`config.mk`:
```
export PLATFORM = sky130hd
export DESIGN_NAME = d_e_reg
export DESIGN_NICKNAME = d
export VERILOG_FILES = /design/src/rtl/d_e_reg_pkg.sv /design/src/rtl/de_operand_slot.sv /design/src/rtl/d_e_reg.sv
export SDC_FILE = /design/constraint.sdc
export NUM_CORES = 1
export LEC_CHECK = 0
export ABC_AREA = 1
export CAP_MARGIN = 20
export CELL_PAD_IN_SITES_DETAIL_PLACEMENT = 1
export CELL_PAD_IN_SITES_GLOBAL_PLACEMENT = 1
export CORE_AREA = 2 2 181 183
export DETAILED_ROUTE_END_ITERATION = 6
export DIE_AREA = 0 0 183 185
export GPL_TIMING_DRIVEN = 0
export PLACE_DENSITY = 0.78
export SKIP_CTS_REPAIR_TIMING = 1
export SYNTH_ARGS = -nofsm -noshare
export SYNTH_HDL_FRONTEND = slang
export SYNTH_SLANG_ARGS = --single-unit
```
`constraint.sdc`:
```
create_clock -name clk -period 1.9 [get_ports clk]
set_clock_uncertainty 0.2 [all_clocks]
set_input_delay 0.38 -clock clk [delete_from_list [all_inputs] [get_ports clk]]
set_output_delay 0.38 -clock clk [all_outputs]
set_load 0.02 [all_outputs]
```
`src/rtl/d_e_reg_pkg.sv`:
```
// Shared widths, NOP control value and stage payload for the decode-to-execute register.
package d_e_reg_pkg;

  localparam int unsigned CTRL_W = 24;
  localparam int unsigned DATA_W = 32;
  localparam int unsigned REG_W  = 5;
  localparam int unsigned TNEW_W = 2;
  localparam int unsigned CNT_W  = 16;

  localparam logic [CTRL_W-1:0] NOP_CTRL = CTRL_W'(0);

  typedef struct packed {
    logic [DATA_W-1:0] pc;
    logic [DATA_W-1:0] instr;
    logic [DATA_W-1:0] ext;
    logic [REG_W-1:0]  a3;
    logic [TNEW_W-1:0] t_new;
    logic [CTRL_W-1:0] ctrl;
    logic              valid;
  } de_stage_t;

  // Saturating decrement of Tnew as the instruction advances one stage.
  function automatic logic [TNEW_W-1:0] t_new_dec(input logic [TNEW_W-1:0] t);
    return (t == '0) ? '0 : t - TNEW_W'(1);
  endfunction

endpackage

```
`src/rtl/de_operand_slot.sv`:
```
// One E-stage register operand with late-forward refresh while the stage is held.
module de_operand_slot
  import d_e_reg_pkg::*;
(
  input  logic              clk,
  input  logic              reset_n,
  input  logic              hold,
  input  logic              bubble,
  input  logic [DATA_W-1:0] d_data,
  input  logic              fwd_en,
  input  logic [DATA_W-1:0] fwd_data,
  output logic [DATA_W-1:0] e_data
);

  logic [DATA_W-1:0] data_d, data_q;

  always_comb begin
    data_d = data_q;
    if (hold) begin
      if (fwd_en) data_d = fwd_data;
    end else if (bubble) begin
      data_d = '0;
    end else begin
      data_d = d_data;
    end
  end

  always_ff @(posedge clk or negedge reset_n) begin
    if (!reset_n) data_q <= '0;
    else          data_q <= data_d;
  end

  assign e_data = data_q;

endmodule

```
`src/rtl/d_e_reg.sv`:
```
// Decode-to-execute pipeline register with bubble insertion, hold with late forwarding,
// and a saturating bubble counter.
module d_e_reg
  import d_e_reg_pkg::*;
(
  input  logic              clk,
  input  logic              reset_n,
  input  logic              bubble,
  input  logic              hold,
  input  logic [DATA_W-1:0] D_pc,
  input  logic [DATA_W-1:0] D_instr,
  input  logic [DATA_W-1:0] D_rs_data,
  input  logic [DATA_W-1:0] D_rt_data,
  input  logic [DATA_W-1:0] D_ext,
  input  logic [REG_W-1:0]  D_a3,
  input  logic [TNEW_W-1:0] D_t_new,
  input  logic [CTRL_W-1:0] D_ctrl,
  input  logic              fwd_rs_en,
  input  logic              fwd_rt_en,
  input  logic [DATA_W-1:0] fwd_rs_data,
  input  logic [DATA_W-1:0] fwd_rt_data,
  output logic [DATA_W-1:0] E_pc,
  output logic [DATA_W-1:0] E_instr,
  output logic [DATA_W-1:0] E_rs_data,
  output logic [DATA_W-1:0] E_rt_data,
  output logic [DATA_W-1:0] E_ext,
  output logic [REG_W-1:0]  E_a3,
  output logic [TNEW_W-1:0] E_t_new,
  output logic [CTRL_W-1:0] E_ctrl,
  output logic              E_valid,
  output logic [TNEW_W-1:0] M_t_new_next,
  output logic [CNT_W-1:0]  bubble_cnt
);

  de_stage_t          stage_d, stage_q;
  logic [CNT_W-1:0]   bubble_cnt_d, bubble_cnt_q;

  // Hold wins over bubble; a bubble keeps the PC so the slot stays traceable.
  always_comb begin
    stage_d      = stage_q;
    bubble_cnt_d = bubble_cnt_q;
    if (!hold) begin
      if (bubble) begin
        stage_d.pc    = D_pc;
        stage_d.instr = '0;
        stage_d.ext   = '0;
        stage_d.a3    = '0;
        stage_d.t_new = '0;
        stage_d.ctrl  = NOP_CTRL;
        stage_d.valid = 1'b0;
        if (bubble_cnt_q != '1) bubble_cnt_d = bubble_cnt_q + CNT_W'(1);
      end else begin
        stage_d.pc    = D_pc;
        stage_d.instr = D_instr;
        stage_d.ext   = D_ext;
        stage_d.a3    = D_a3;
        stage_d.t_new = D_t_new;
        stage_d.ctrl  = D_ctrl;
        stage_d.valid = 1'b1;
      end
    end
  end

  always_ff @(posedge clk or negedge reset_n) begin
    if (!reset_n) begin
      stage_q.pc    <= '0;
      stage_q.instr <= '0;
      stage_q.ext   <= '0;
      stage_q.a3    <= '0;
      stage_q.t_new <= '0;
      stage_q.ctrl  <= NOP_CTRL;
      stage_q.valid <= 1'b0;
      bubble_cnt_q  <= '0;
    end else begin
      stage_q       <= stage_d;
      bubble_cnt_q  <= bubble_cnt_d;
    end
  end

  de_operand_slot u_rs_slot (
    .clk      (clk),
    .reset_n  (reset_n),
    .hold     (hold),
    .bubble   (bubble),
    .d_data   (D_rs_data),
    .fwd_en   (fwd_rs_en),
    .fwd_data (fwd_rs_data),
    .e_data   (E_rs_data)
  );

  de_operand_slot u_rt_slot (
    .clk      (clk),
    .reset_n  (reset_n),
    .hold     (hold),
    .bubble   (bubble),
    .d_data   (D_rt_data),
    .fwd_en   (fwd_rt_en),
    .fwd_data (fwd_rt_data),
    .e_data   (E_rt_data)
  );

  assign E_pc         = stage_q.pc;
  assign E_instr      = stage_q.instr;
  assign E_ext        = stage_q.ext;
  assign E_a3         = stage_q.a3;
  assign E_t_new      = stage_q.t_new;
  assign E_ctrl       = stage_q.ctrl;
  assign E_valid      = stage_q.valid;
  assign bubble_cnt   = bubble_cnt_q;
  assign M_t_new_next = t_new_dec(stage_q.t_new);

endmodule

```
==> flow_metrics.tcl <==
set metrics [dict create \
    gp_congestion 0.810 \
    areaGrowthSynthToFinish_pct 81.8 \
    track_usage 0.207 \
    final_cell_area_sq_um 15100 \
    endpoint_kind "output port" \
    ff2ff_path_depth 9 \
    tightest_slew_ns 0.790 \
    cts_sinks 208 \
    hpwl_mm 27.8 \
    firstDrtPassIters 4 \
    routedWlPerCell_um 21.7 \
    cap_violations 0 \
    rr_startpoint "bubble_cnt[1]$_DFFE_PN0P_" \
    clockRootBuffer "clkbuf_16" \
    antenna_found_initial 2 \
    grtUsageMet2 0.392 \
    fp.dieH_um 185 \
    met3_usage 0.0562 \
    relSlewSlack 0.473 \
    numCtsBuffers 25 \
    max_stage_delay_ns 0.41 \
    ys.flop_type "dfrtp_1" \
    yosysWarnings 0 \
    setup_viol 0 \
    leakage_nw 9.08 \
    grt_pass1_vias 9108 \
    syn_inst 794 \
    cp-start-kind "register" \
    netlist_area_sq_um 8300 \
    worstSkewPairLatency_ns 0.52 \
    die_w_um 183 \
    criticalPathCategory "reg -> out" \
    yosysSeqAreaShare 0.627 \
    overflow 0 \
    min_period_ns 1.83 \
    r2r_slack_ns 0.09 \
    hold_ws_ns -0.360 \
    hold_viol_final 94 \
    path_max_fanout 4 \
    clockBufferDepth 3 \
    synth_top_area_frac 0.627 \
    peakVddDrop_uv 513 \
    grt_max_degree 115 \
    cp_slowest_cell "dfrtp_1" \
    h-tree-depth 1 \
    grt_pass1_wl_mm 54.1 \
    powerDensity_nw_per_um2 891 \
    placed_area_sq_um 13500 \
    wl_mm 37.3 \
    synth_edf_count 0 \
    synth_common_cells "nand2_1 (230), dfrtp_1 (208), a22o_1 (94)" \
    synth_seq_cells 208 \
    drc_errors 0 \
    clk_pin_slew_worst_paths_ns 0.06 \
    required_ns 1.32 \
    drive_above_1_share 0.0694 \
    vias_per_cell 4.83 \
    cp_top_family "flip-flops" \
    yosysMostFrequentCell "nand2_1" \
    ys_top_cells_by_area "dfrtp_1 (63%), nand2_1 (10%), a22o_1 (9.9%)" \
    use_met1 0.229 \
    reg2reg_to "bubble_cnt[1]$_DFFE_PN0P_" \
    syn_nets 1056 \
    violations "hold timing" \
    synthDistinctLibCells 21 \
    nets 1556 \
    postSynth.asyncResetShare 1.00 \
    crit_chain "nor2_1 > buf_2" \
    crit_buf_inv 1 \
    io_buffers 470 \
    core_region_area_sq_um 32000 \
    cp.arrival_ns 1.25 \
    drtIter0Drc 340 \
    ios 471 \
    fmax_ghz 0.548 \
    hp-class "in -> async" \
    ant_nets 0 \
    vias 8310 \
    die-area_sq_um 33900 \
    placementRows 66 \
    status "complete, but fails checks" \
    finalSetupTns_ns 0 \
    gr-max-usage-layer "met2" \
    finalCritPeriodShare 0.961 \
    initial_core_util 0.259 \
    synth_top_area_cell "dfrtp_1" \
    fin_util 0.471 \
    drv_slew 0 \
    cts_tree "built" \
    synth_area_per_cell_sq_um 10.5 \
]
[how the worst max path moves through the flow]
stage	endpoint	start	slack (ns)	cells past startpoint
finish	M_t_new_next[0]	E_t_new[0]$_DFFE_PN0N_	0.07	2
global route	bubble_cnt[1]$_DFFE_PN0P_	bubble_cnt[1]$_DFFE_PN0P_	-0.02	9
CTS	M_t_new_next[0]	E_t_new[0]$_DFFE_PN0N_	-0.43	2
detailed placement	E_instr[25]$_DFFE_PN0N_	hold	-0.92	4
global placement	E_instr[14]$_DFFE_PN0N_	reset_n	-8.93	1
floorplan	bubble_cnt[9]$_DFFE_PN0P_	bubble_cnt[1]$_DFFE_PN0P_	0.12	9
[registers in the layout, summed over array words and instances, names as in the netlist, 5 cells and up]
register and count:
E_ext 32, E_instr 32, E_pc 32, u_rs_slot.e_data 32, u_rt_slot.e_data 32, E_ctrl 24, bubble_cnt 16, E_a3 5
[where the power goes]
part | total (W) | switching (W) | internal, W | leakage, nW
Sequential | 0.00515 | 0.000312 | 0.00484 | 2.65
Combinational | 0.00283 | 0.00143 | 0.00140 | 5.98
Clock | 0.00546 | 0.00198 | 0.00348 | 0.448
Total | 0.0134 | 0.00372 | 0.00972 | 9.08
[cell families (layout without fill, tap and decap cells)]
family | Yosys count | after routing | share of synthesized area
and+or+nand+nor | 272 | 272 | 0.128
AOI/OAI and AO/OA | 232 | 232 | 0.202
DFF | 208 | 208 | 0.627
buffers and inverters | 78 | 596 | 0.0388
xor gates and xnor gates | 3 | 3 | 0.00317
adders and majority gates | 1 | 1 | 0.00151
other | 0 | 2 | 0
[cell type report]
| type | count | area [sq um] |
|---|---|---|
| Clock inverter | 14 | 256 |
| Clock buffer | 31 | 678 |
| Tap cell | 408 | 510 |
| Buffer | 54 | 245 |
| Fill cell | 3450 | 17000 |
| Antenna cell | 2 | 5.00 |
| Multi-Input combinational cell | 508 | 2810 |
| Inverter | 24 | 95.1 |
| Timing Repair Buffer | 473 | 5280 |
| Sequential cell | 208 | 5210 |
[cells in the final DEF (no fill, tap or decap), types with 7 or more instances in the layout]
| master | instances |
|---|---|
| nand2_1 | 230 |
| clkbuf_16 | 25 |
| nor2_1 | 18 |
| nand3_1 | 8 |
| o21ai_0 | 70 |
| buf_2 | 19 |
| dlymetal6s2s_1 | 209 |
| a22o_1 | 94 |
| inv_1 | 21 |
| dfrtp_1 | 204 |
| a22oi_1 | 64 |
| bufinv_16 | 7 |
| clkbuf_1 | 30 |
| clkdlybuf4s50_1 | 258 |
[per-layer routing]
metal	part of all wire	wire [um]
met4	0.027	1010
met5	0	0
met1	0.37	13800
met3	0.077	2880
met2	0.53	19600
[through the flow]
stage | setup WS (ns) | instances | power, W
floorplan | 0.115 | 794 | 0.00626
global placement | -8.93 | 1672 | 0.00804
detailed placement | -0.918 | 1673 | 0.00811
CTS | -0.432 | 1718 | 0.0137
global route | -0.0235 | 1721 | 0.0140
finish | 0.0741 | 1722 | 0.0134
No activity file was read; power rests on OpenSTA's default activity.
